**src/rtl/mult_arb_pkg.sv**
```systemverilog
// Shared types and sizing helpers for the multiplier arbiter slice.
package mult_arb_pkg;

  typedef enum logic [1:0] {
    IDLE  = 2'd0,
    ISSUE = 2'd1,
    WAIT  = 2'd2,
    RESP  = 2'd3
  } state_t;

  localparam int unsigned NREQ_DEF    = 4;
  localparam int unsigned WIDTH_DEF   = 24;
  localparam int unsigned TIMEOUT_DEF = 32;

  function automatic int unsigned id_width(input int unsigned n);
    return (n <= 2) ? 1 : $clog2(n);
  endfunction

  // cnt reaches TIMEOUT on the exit increment, so it needs room for that value
  function automatic int unsigned cnt_width(input int unsigned t);
    return $clog2(t + 1);
  endfunction

  localparam int unsigned ID_W  = id_width(NREQ_DEF);
  localparam int unsigned CNT_W = cnt_width(TIMEOUT_DEF);

endpackage

```
**src/rtl/mult_arbiter_rr_pick.sv**
```systemverilog
// Combinational round-robin priority encoder: first set req at or after ptr.
module rr_pick
  import mult_arb_pkg::*;
#(
  parameter int unsigned NREQ = NREQ_DEF,
  parameter int unsigned ID_W = id_width(NREQ)
) (
  input  logic [NREQ-1:0] req,
  input  logic [ID_W-1:0] ptr,
  output logic            any,
  output logic [ID_W-1:0] idx
);

  // Scan farthest-first so the nearest requester after ptr is written last.
  always_comb begin
    int unsigned j;
    j   = 0;
    any = 1'b0;
    idx = '0;
    for (int unsigned k = NREQ; k > 0; k--) begin
      j = (32'(ptr) + k - 1) % NREQ;
      if (req[ID_W'(j)]) begin
        any = 1'b1;
        idx = ID_W'(j);
      end
    end
  end

endmodule

```
**src/rtl/mult_arbiter.sv**
```systemverilog
// Round-robin front end sharing one sequential multiplier among NREQ requesters.
module mult_arbiter
  import mult_arb_pkg::*;
#(
  parameter int unsigned NREQ    = NREQ_DEF,
  parameter int unsigned WIDTH   = WIDTH_DEF,
  parameter int unsigned TIMEOUT = TIMEOUT_DEF
) (
  input  logic                      clk,
  input  logic                      rst,
  input  logic [NREQ-1:0]           req,
  input  logic [NREQ*WIDTH-1:0]     a_in,
  input  logic [NREQ*WIDTH-1:0]     b_in,
  output logic [NREQ-1:0]           gnt,
  output logic                      mul_start,
  output logic                      mul_abort,
  output logic [WIDTH-1:0]          mul_a,
  output logic [WIDTH-1:0]          mul_b,
  input  logic                      mul_done,
  input  logic [2*WIDTH-1:0]        mul_p,
  output logic                      rsp_valid,
  input  logic                      rsp_ready,
  output logic [id_width(NREQ)-1:0] rsp_id,
  output logic [2*WIDTH-1:0]        rsp_p,
  output logic                      rsp_err
);

  localparam int unsigned IW = id_width(NREQ);
  localparam int unsigned CW = cnt_width(TIMEOUT);

  state_t          state;
  logic [IW-1:0]   id_q;
  logic [IW-1:0]   rr_ptr;
  logic [CW-1:0]   cnt;
  logic            pick_any;
  logic [IW-1:0]   pick_idx;
  logic [WIDTH-1:0] a_sel;
  logic [WIDTH-1:0] b_sel;
  logic            timeout_hit;

  rr_pick #(
    .NREQ (NREQ),
    .ID_W (IW)
  ) u_pick (
    .req (req),
    .ptr (rr_ptr),
    .any (pick_any),
    .idx (pick_idx)
  );

  always_comb begin
    a_sel = '0;
    b_sel = '0;
    for (int unsigned i = 0; i < NREQ; i++) begin
      if (pick_idx == IW'(i)) begin
        a_sel = a_in[i*WIDTH +: WIDTH];
        b_sel = b_in[i*WIDTH +: WIDTH];
      end
    end
  end

  assign timeout_hit = (cnt == CW'(TIMEOUT - 1));

  always_ff @(posedge clk or posedge rst) begin
    if (rst) begin
      state     <= IDLE;
      id_q      <= '0;
      rr_ptr    <= '0;
      cnt       <= '0;
      mul_a     <= '0;
      mul_b     <= '0;
      mul_abort <= 1'b0;
      rsp_p     <= '0;
      rsp_err   <= 1'b0;
    end else begin
      mul_abort <= 1'b0;
      case (state)
        IDLE: begin
          if (pick_any) begin
            id_q   <= pick_idx;
            mul_a  <= a_sel;
            mul_b  <= b_sel;
            rr_ptr <= (pick_idx == IW'(NREQ - 1)) ? '0 : pick_idx + 1'b1;
            state  <= ISSUE;
          end
        end
        ISSUE: begin
          cnt   <= '0;
          state <= WAIT;
        end
        WAIT: begin
          cnt <= cnt + 1'b1;
          // done takes priority over a coincident timeout
          if (mul_done) begin
            rsp_p   <= mul_p;
            rsp_err <= 1'b0;
            state   <= RESP;
          end else if (timeout_hit) begin
            rsp_p     <= '0;
            rsp_err   <= 1'b1;
            mul_abort <= 1'b1;
            state     <= RESP;
          end
        end
        RESP: begin
          if (rsp_ready) state <= IDLE;
        end
        default: state <= IDLE;
      endcase
    end
  end

  assign mul_start = (state == ISSUE);
  assign rsp_valid = (state == RESP);
  assign rsp_id    = id_q;

  always_comb begin
    gnt = '0;
    if (state == ISSUE) begin
      for (int unsigned i = 0; i < NREQ; i++) begin
        gnt[i] = (id_q == IW'(i));
      end
    end
  end

endmodule

```
**config.mk**
```make
export PLATFORM = sky130hd
export DESIGN_NAME = mult_arbiter
export DESIGN_NICKNAME = d
export VERILOG_FILES = /design/src/rtl/mult_arb_pkg.sv /design/src/rtl/mult_arbiter_rr_pick.sv /design/src/rtl/mult_arbiter.sv
export SDC_FILE = /design/constraint.sdc
export NUM_CORES = 1
export LEC_CHECK = 0
export CORE_AREA = 4 4 136 138
export CTS_CLUSTER_DIAMETER = 60
export CTS_CLUSTER_SIZE = 10
export DETAILED_ROUTE_END_ITERATION = 10
export DIE_AREA = 0 0 140 142
export PLACE_DENSITY = 0.83
export SLEW_MARGIN = 0
export SYNTH_ARGS = -nofsm -noshare
export SYNTH_HDL_FRONTEND = slang
export SYNTH_SLANG_ARGS = --single-unit
```
**constraint.sdc**
```tcl
create_clock -name clk -period 7 [get_ports clk]
set_input_delay 1.4 -clock clk [delete_from_list [all_inputs] [get_ports clk]]
set_output_delay 1.4 -clock clk [all_outputs]
set_load 0.005 [all_outputs]
```
==> results of run 1 <==
## registers in the layout, summed over array words and instances, names as in the netlist
name,flops
state,2
rsp_p,48
rr_ptr,2
rsp_err,1
mul_a,24
cnt,6
mul_b,24
rsp_id,2
mul_abort,1
## routing by layer
layer	track usage [%]	up-vias	wire, µm
met5	0	-	0
met4	10.2	0	965
met3	7.80	50	2470
met2	36.3	334	11100
met1	27.8	2984	9090
li1	-	2980	-
## logic make-up after synthesis
family          share of synthesized area, %
mux                                     1.09
xor+xnor                               0.149
fa+ha+maj                               2.13
buf+inv                                 9.04
simple gates                            9.17
compound gates                          31.5
flops                                   46.9
## critical path, stage by stage
cell and delay, ns:
clkdlybuf4s50_1 0.55, a21boi_0 0.22, o22ai_1 0.11, nor2_1 0.37, ha_2 0.76, buf_4 0.58, nor2b_1 0.12, a221oi_1 0.27
a211o_1 0.14, a31oi_1 0.08
## through the flow
step | util [%] | instance area (µm²) | total power (µW) | hold WS [ns] | std cells
floorplan | - | 5870 | 2180 | 0.477 | 674
global placement | 55.1 | 9460 | 3160 | 0.483 | 1197
detailed placement | 55.1 | 9460 | 3210 | 0.484 | 1197
CTS | 56.7 | 9730 | 3720 | 0.507 | 1212
global route | 56.7 | 9740 | 3960 | 0.519 | 1214
finish | 56.7 | 9740 | 3680 | 0.504 | 1214
## power by group
group | leakage, µW | internal (µW) | total (µW) | switching [µW]
Combinational | 0.00264 | 1080 | 2060 | 982
Sequential | 0.00133 | 939 | 1140 | 198
Clock | 0.000134 | 243 | 489 | 246
Total | 0.00410 | 2260 | 3680 | 1430
## layout make-up
| cell class | count | area, µm² |
|---|---|---|
| Inverter | 58 | 220 |
| Clock buffer | 9 | 225 |
| Tap cell | 225 | 282 |
| Fill cell | 1521 | 7440 |
| Timing Repair Buffer | 359 | 3580 |
| Sequential cell | 110 | 2750 |
| Antenna cell | 2 | 5.00 |
| Clock inverter | 6 | 46.3 |
| Multi-Input combinational cell | 445 | 2630 |
## final timing paths
path                                  startpoint  cells after the start                     to
setup / recovery                          req[1]                     10  mul_a[23]$_DFFE_PP0P_
hold / removal              rsp_p[9]$_DFFE_PP0P_                      1   rsp_p[9]$_DFFE_PP0P_
setup reg to reg           rr_ptr[1]$_DFFE_PP0P_                      9  mul_a[23]$_DFFE_PP0P_
hold reg to reg             rsp_p[9]$_DFFE_PP0P_                      1   rsp_p[9]$_DFFE_PP0P_
max in group asynchronous                    rst                      3  mul_b[21]$_DFFE_PP0P_
min in group asynchronous                    rst                      2     cnt[0]$_DFFE_PP0P_
## cell usage in the layout, fill, tap and decap left out, types with 6 or more instances in the layout
master           synthesis  layout
clkdlybuf4s50_1          0     353
a22o_1                  48      48
inv_1                   57      56
a22oi_1                 46      46
buf_4                    1       6
dfrtp_1                110     110
ha_1                    10       6
a21oi_1                145     145
clkbuf_16                0       9
nand2_1                 52      52
nor2_1                  54      54
o21ai_0                 50      50
==> out/metrics.yaml, run 1 <==
wl_per_cell_um: 19.5
crit_required_ns: 7.19
cts.path.max_buffers: 2
synth_top_cell_by_area: "dfrtp_1"
maxSlewViolCount: 0
grt_pass1_vias: 6336
synth_nets: 932
worstMarginPinSlew_ns: 1.15
clk_pin_slew_worst_paths_ns: 0.07
hp-class: "reg -> reg"
crit_fanout: 55
grt_max_degree: 71
cp-end-kind: "flop"
synth_edf_count: 0
period_minus_slack_ns: 4.44
rows: 48
grt_pass1_wl_um: 35600
p_per_area_mw_per_mm2: 378
vias: 6348
ys_ff_latch: 110
dpl_worst_slack_ns: 2.19
worstPathArrival_ns: 4.63
ys_types: 38
die_h_um: 142
setup_ws_ns: 2.56
grt_overflow_total: 0
core_mm2: 0.0172
root_buffer: "clkbuf_16"
track_usage_pct: 22.7
clock_sinks: 110
vias_per_cell: 5.23
ys_seq_area_share_pct: 46.9
synth_top_area_share_pct: 46.9
timing.setup.tns_ns: 0
crit_type: "in -> reg"
dieArea_mm2: 0.0199
final_net_count: 1241
hold_viol: 0
ctsHoldBuffers: 0
drive_gt1_share_pct: 3.24
die_x_um: 140
drt_wl_total_um: 23700
initial_core_util_pct: 34.2
cts_resized: 0
drt_iter0_markers: 366
setup_viol: 0
hpwl_um: 17700
cts_tree: "yes"
synth_area_leaders: "dfrtp_1, a21oi_1, a22o_1"
leakage_uw: 0.00410
io_buffer_count: 353
clk_latency_ns: 0.35
min_period_over_period_pct: 63.4
remaining_drc_errors: 0
post-cts-setup-buffer-count: 0
synth_cells: 674
drv_cap: 0
ir_worst_vdd_uv: 204
place.gp.congestion: 0.992
htree_num_levels: 3
clock_skew_ns: 0.00764
rsz0062_at_grt: "false"
status: "finished clean"
synth_common_cells: "a21oi_1, dfrtp_1, inv_1"
ant_nets: 0
antenna_found_initial: 2
numCtsBuffers: 9
ys_warn_count: 0
synth-async-reset-ratio_pct: 100
maxSlewHeadroom_pct: 22.7
synth_flop_cell: "dfrtp_1"
regToRegSetupSlack_ns: 3.73
cp-start-kind: "primary input"
clock.fmax_mhz: 225
firstDrtPassIters: 7
syn_avg_cell_area_um2: 8.70
yosysMostFrequentCell: "a21oi_1"
syn_area_mm2: 0.00587
pin_count: 354
syn2layout_area_growth_pct: 66.0
(Power assumes the default switching activity.)
==> inputs of run 2 (changes only) <==
--- a/config.mk
+++ b/config.mk
@@ -5,12 +5,12 @@
 export SDC_FILE = /design/constraint.sdc
 export NUM_CORES = 1
 export LEC_CHECK = 0
-export CORE_AREA = 4 4 136 138
+export CORE_MARGIN = 4
+export CORE_UTILIZATION = 34
 export CTS_CLUSTER_DIAMETER = 60
 export CTS_CLUSTER_SIZE = 10
 export DETAILED_ROUTE_END_ITERATION = 10
-export DIE_AREA = 0 0 140 142
-export PLACE_DENSITY = 0.83
+export PLACE_DENSITY = 0.86
 export SLEW_MARGIN = 0
 export SYNTH_ARGS = -nofsm -noshare
 export SYNTH_HDL_FRONTEND = slang
==> constraint.sdc (replaced) <==
create_clock -name clk -period 3.86 [get_ports clk]
set_input_delay 0.772 -clock clk [delete_from_list [all_inputs] [get_ports clk]]
set_output_delay 0.772 -clock clk [all_outputs]
set_load 0.005 [all_outputs]
==> out/metrics.yaml, run 2 (synthesized netlist as in run 1, its figures left out) <==
ant_nets: 0
drt_wl_total_um: 22800
status: "finished clean"
regMostFlops: "rsp_p"
drv_cap: 0
vias_per_cell: 5.10
largest_reg_flops: 48
post-cts-setup-buffer-count: 0
clk_latency_ns: 0.35
timing.setup.tns_ns: 0
cts.path.max_buffers: 2
final_net_count: 1254
mostFrequentLayoutCell: "clkdlybuf4s50_1"
path_cells: "clkdlybuf4s50_1, a21oi_1, o21a_1, o22ai_1, ha_2, buf_12, o21ai_0, a22oi_1, a21oi_1"
maxSlewViolCount: 0
final_cell_mix: "clkdlybuf4s50_1, a21oi_1, dfrtp_1"
grt_pass1_vias: 6391
final_area_mm2: 0.00993
hold_viol: 0
reg_top3: "rsp_p (48), mul_a (24), mul_b (24)"
htree_num_levels: 3
initial_core_util_pct: 35.0
cts_tree: "yes"
ir_worst_vdd_uv: 427
fin_hold_ws_ns: 0.503
crit_family: "compound AO/OA/AOI/OAI gates"
die_x_um: 139
rows: 47
worstPathArrival_ns: 3.24
wl_per_cell_um: 18.7
drive_gt1_share_pct: 4.60
place.gp.congestion: 0.940
io_buffer_count: 353
placed_cell_area_mm2: 0.00962
grt_pass1_wl_um: 34700
leakage_uw: 0.00420
cp-end-kind: "flop"
root_buffer: "clkbuf_16"
remaining_drc_errors: 0
grt_max_degree: 66
stdcell_count: 1222
dp.cells: 1205
regToRegSetupSlack_ns: 1.28
hold_end: "rsp_p[24]$_DFFE_PP0P_"
fillers: 1397
rr_endpoint: "mul_a[14]$_DFFE_PP0P_"
cp_num_buf_inv: 2
clock.fmax_mhz: 327
clock_skew_ns: 0.0136
firstDrtPassIters: 5
hp-class: "reg -> reg"
rr_worst_depth: 6
antenna_found_initial: 1
cp-start-kind: "primary input"
crit_fanout: 42
die_h_um: 139
track_usage_pct: 22.3
crit_required_ns: 4.04
p_per_area_mw_per_mm2: 692
grt_overflow_total: 0
maxSlewHeadroom_pct: 23.2
min_from: "rsp_p[24]$_DFFE_PP0P_"
setup_viol: 0
slowest_delay_ns: 0.64
r2r_start: "state[0]$_DFFE_PP0P_"
worstMarginPinSlew_ns: 1.15
critPathMostFrequentCell: "a21oi_1"
cts_resized: 0
rsz0062_at_grt: "false"
core_mm2: 0.0168
ctsHoldBuffers: 0
numCtsBuffers: 9
dieArea_mm2: 0.0194
crit_type: "in -> reg"
period_minus_slack_ns: 3.06
clock_sinks: 110
syn2layout_area_growth_pct: 69.2
worst_hold_path.num_cells: 1
pin_count: 354
drt_iter0_markers: 431
critPathSlowestCell: "ha_2"
hpwl_um: 17300
clk_pin_slew_worst_paths_ns: 0.07
min_period_over_period_pct: 79.2
vias: 6227
-- run 2: cell types whose count changed in the layout (fill, tap and decap cells not counted), moves of 2 or more --
| cell | previous run | this run |
|---|---|---|
| inv_6 | 1 | 3 |
| clkinv_2 | 2 | 0 |
| buf_4 | 6 | 14 |
| buf_12 | 0 | 5 |
-- run 2: area by class of cell --
cell class / count / area (µm²) / area share, %
antenna: 1 / 2.50 / 0.0252
clock buffer: 9 / 225 / 2.27
clock inverter: 7 / 86.3 / 0.869
inverter: 58 / 220 / 2.22
multi-input combinational: 445 / 2630 / 26.5
sequential: 110 / 2750 / 27.7
tap: 220 / 275 / 2.77
timing repair buffer: 372 / 3740 / 37.7
-- run 2: through the flow --
step	setup slack, ns	power [µW]	utilization, %
global placement	0.534	5800	57.4
finish	0.801	6870	59.2
detailed placement	0.413	5890	57.4
CTS	0.792	6930	59.2
floorplan	0.186	3960	-
global route	0.626	7380	59.2
-- run 2: report_power, final --
| group | switching (µW) | internal, µW |
|---|---|---|
| combinational | 1760 | 2050 |
| sequential | 360 | 1700 |
| clock | 481 | 521 |
-- run 2: routing by layer --
| layer | share of wire (%) | vias up | track usage, % | routed length (µm) |
|---|---|---|---|---|
| li1 | - | 3003 | - | - |
| met1 | 39 | 2879 | 26.6 | 8960 |
| met2 | 48 | 304 | 37.1 | 10900 |
| met3 | 9.8 | 41 | 8.64 | 2230 |
| met4 | 3.2 | 0 | 7.52 | 722 |
| met5 | 0 | - | 0 | 0 |
-- run 2: worst max-delay path by stage --
stage | startpoint | end | slack, ns | cells past startpoint
final | req[0] | mul_a[5]$_DFFE_PP0P_ | 0.80 | 9
after global routing | req[0] | mul_a[5]$_DFFE_PP0P_ | 0.63 | 9
after CTS | req[0] | mul_a[5]$_DFFE_PP0P_ | 0.79 | 9
after detailed placement | req[0] | mul_b[17]$_DFFE_PP0P_ | 0.41 | 9
after global placement | req[0] | mul_a[3]$_DFFE_PP0P_ | 0.53 | 9
after floorplan | rst | cnt[0]$_DFFE_PP0P_ | 0.19 | 1
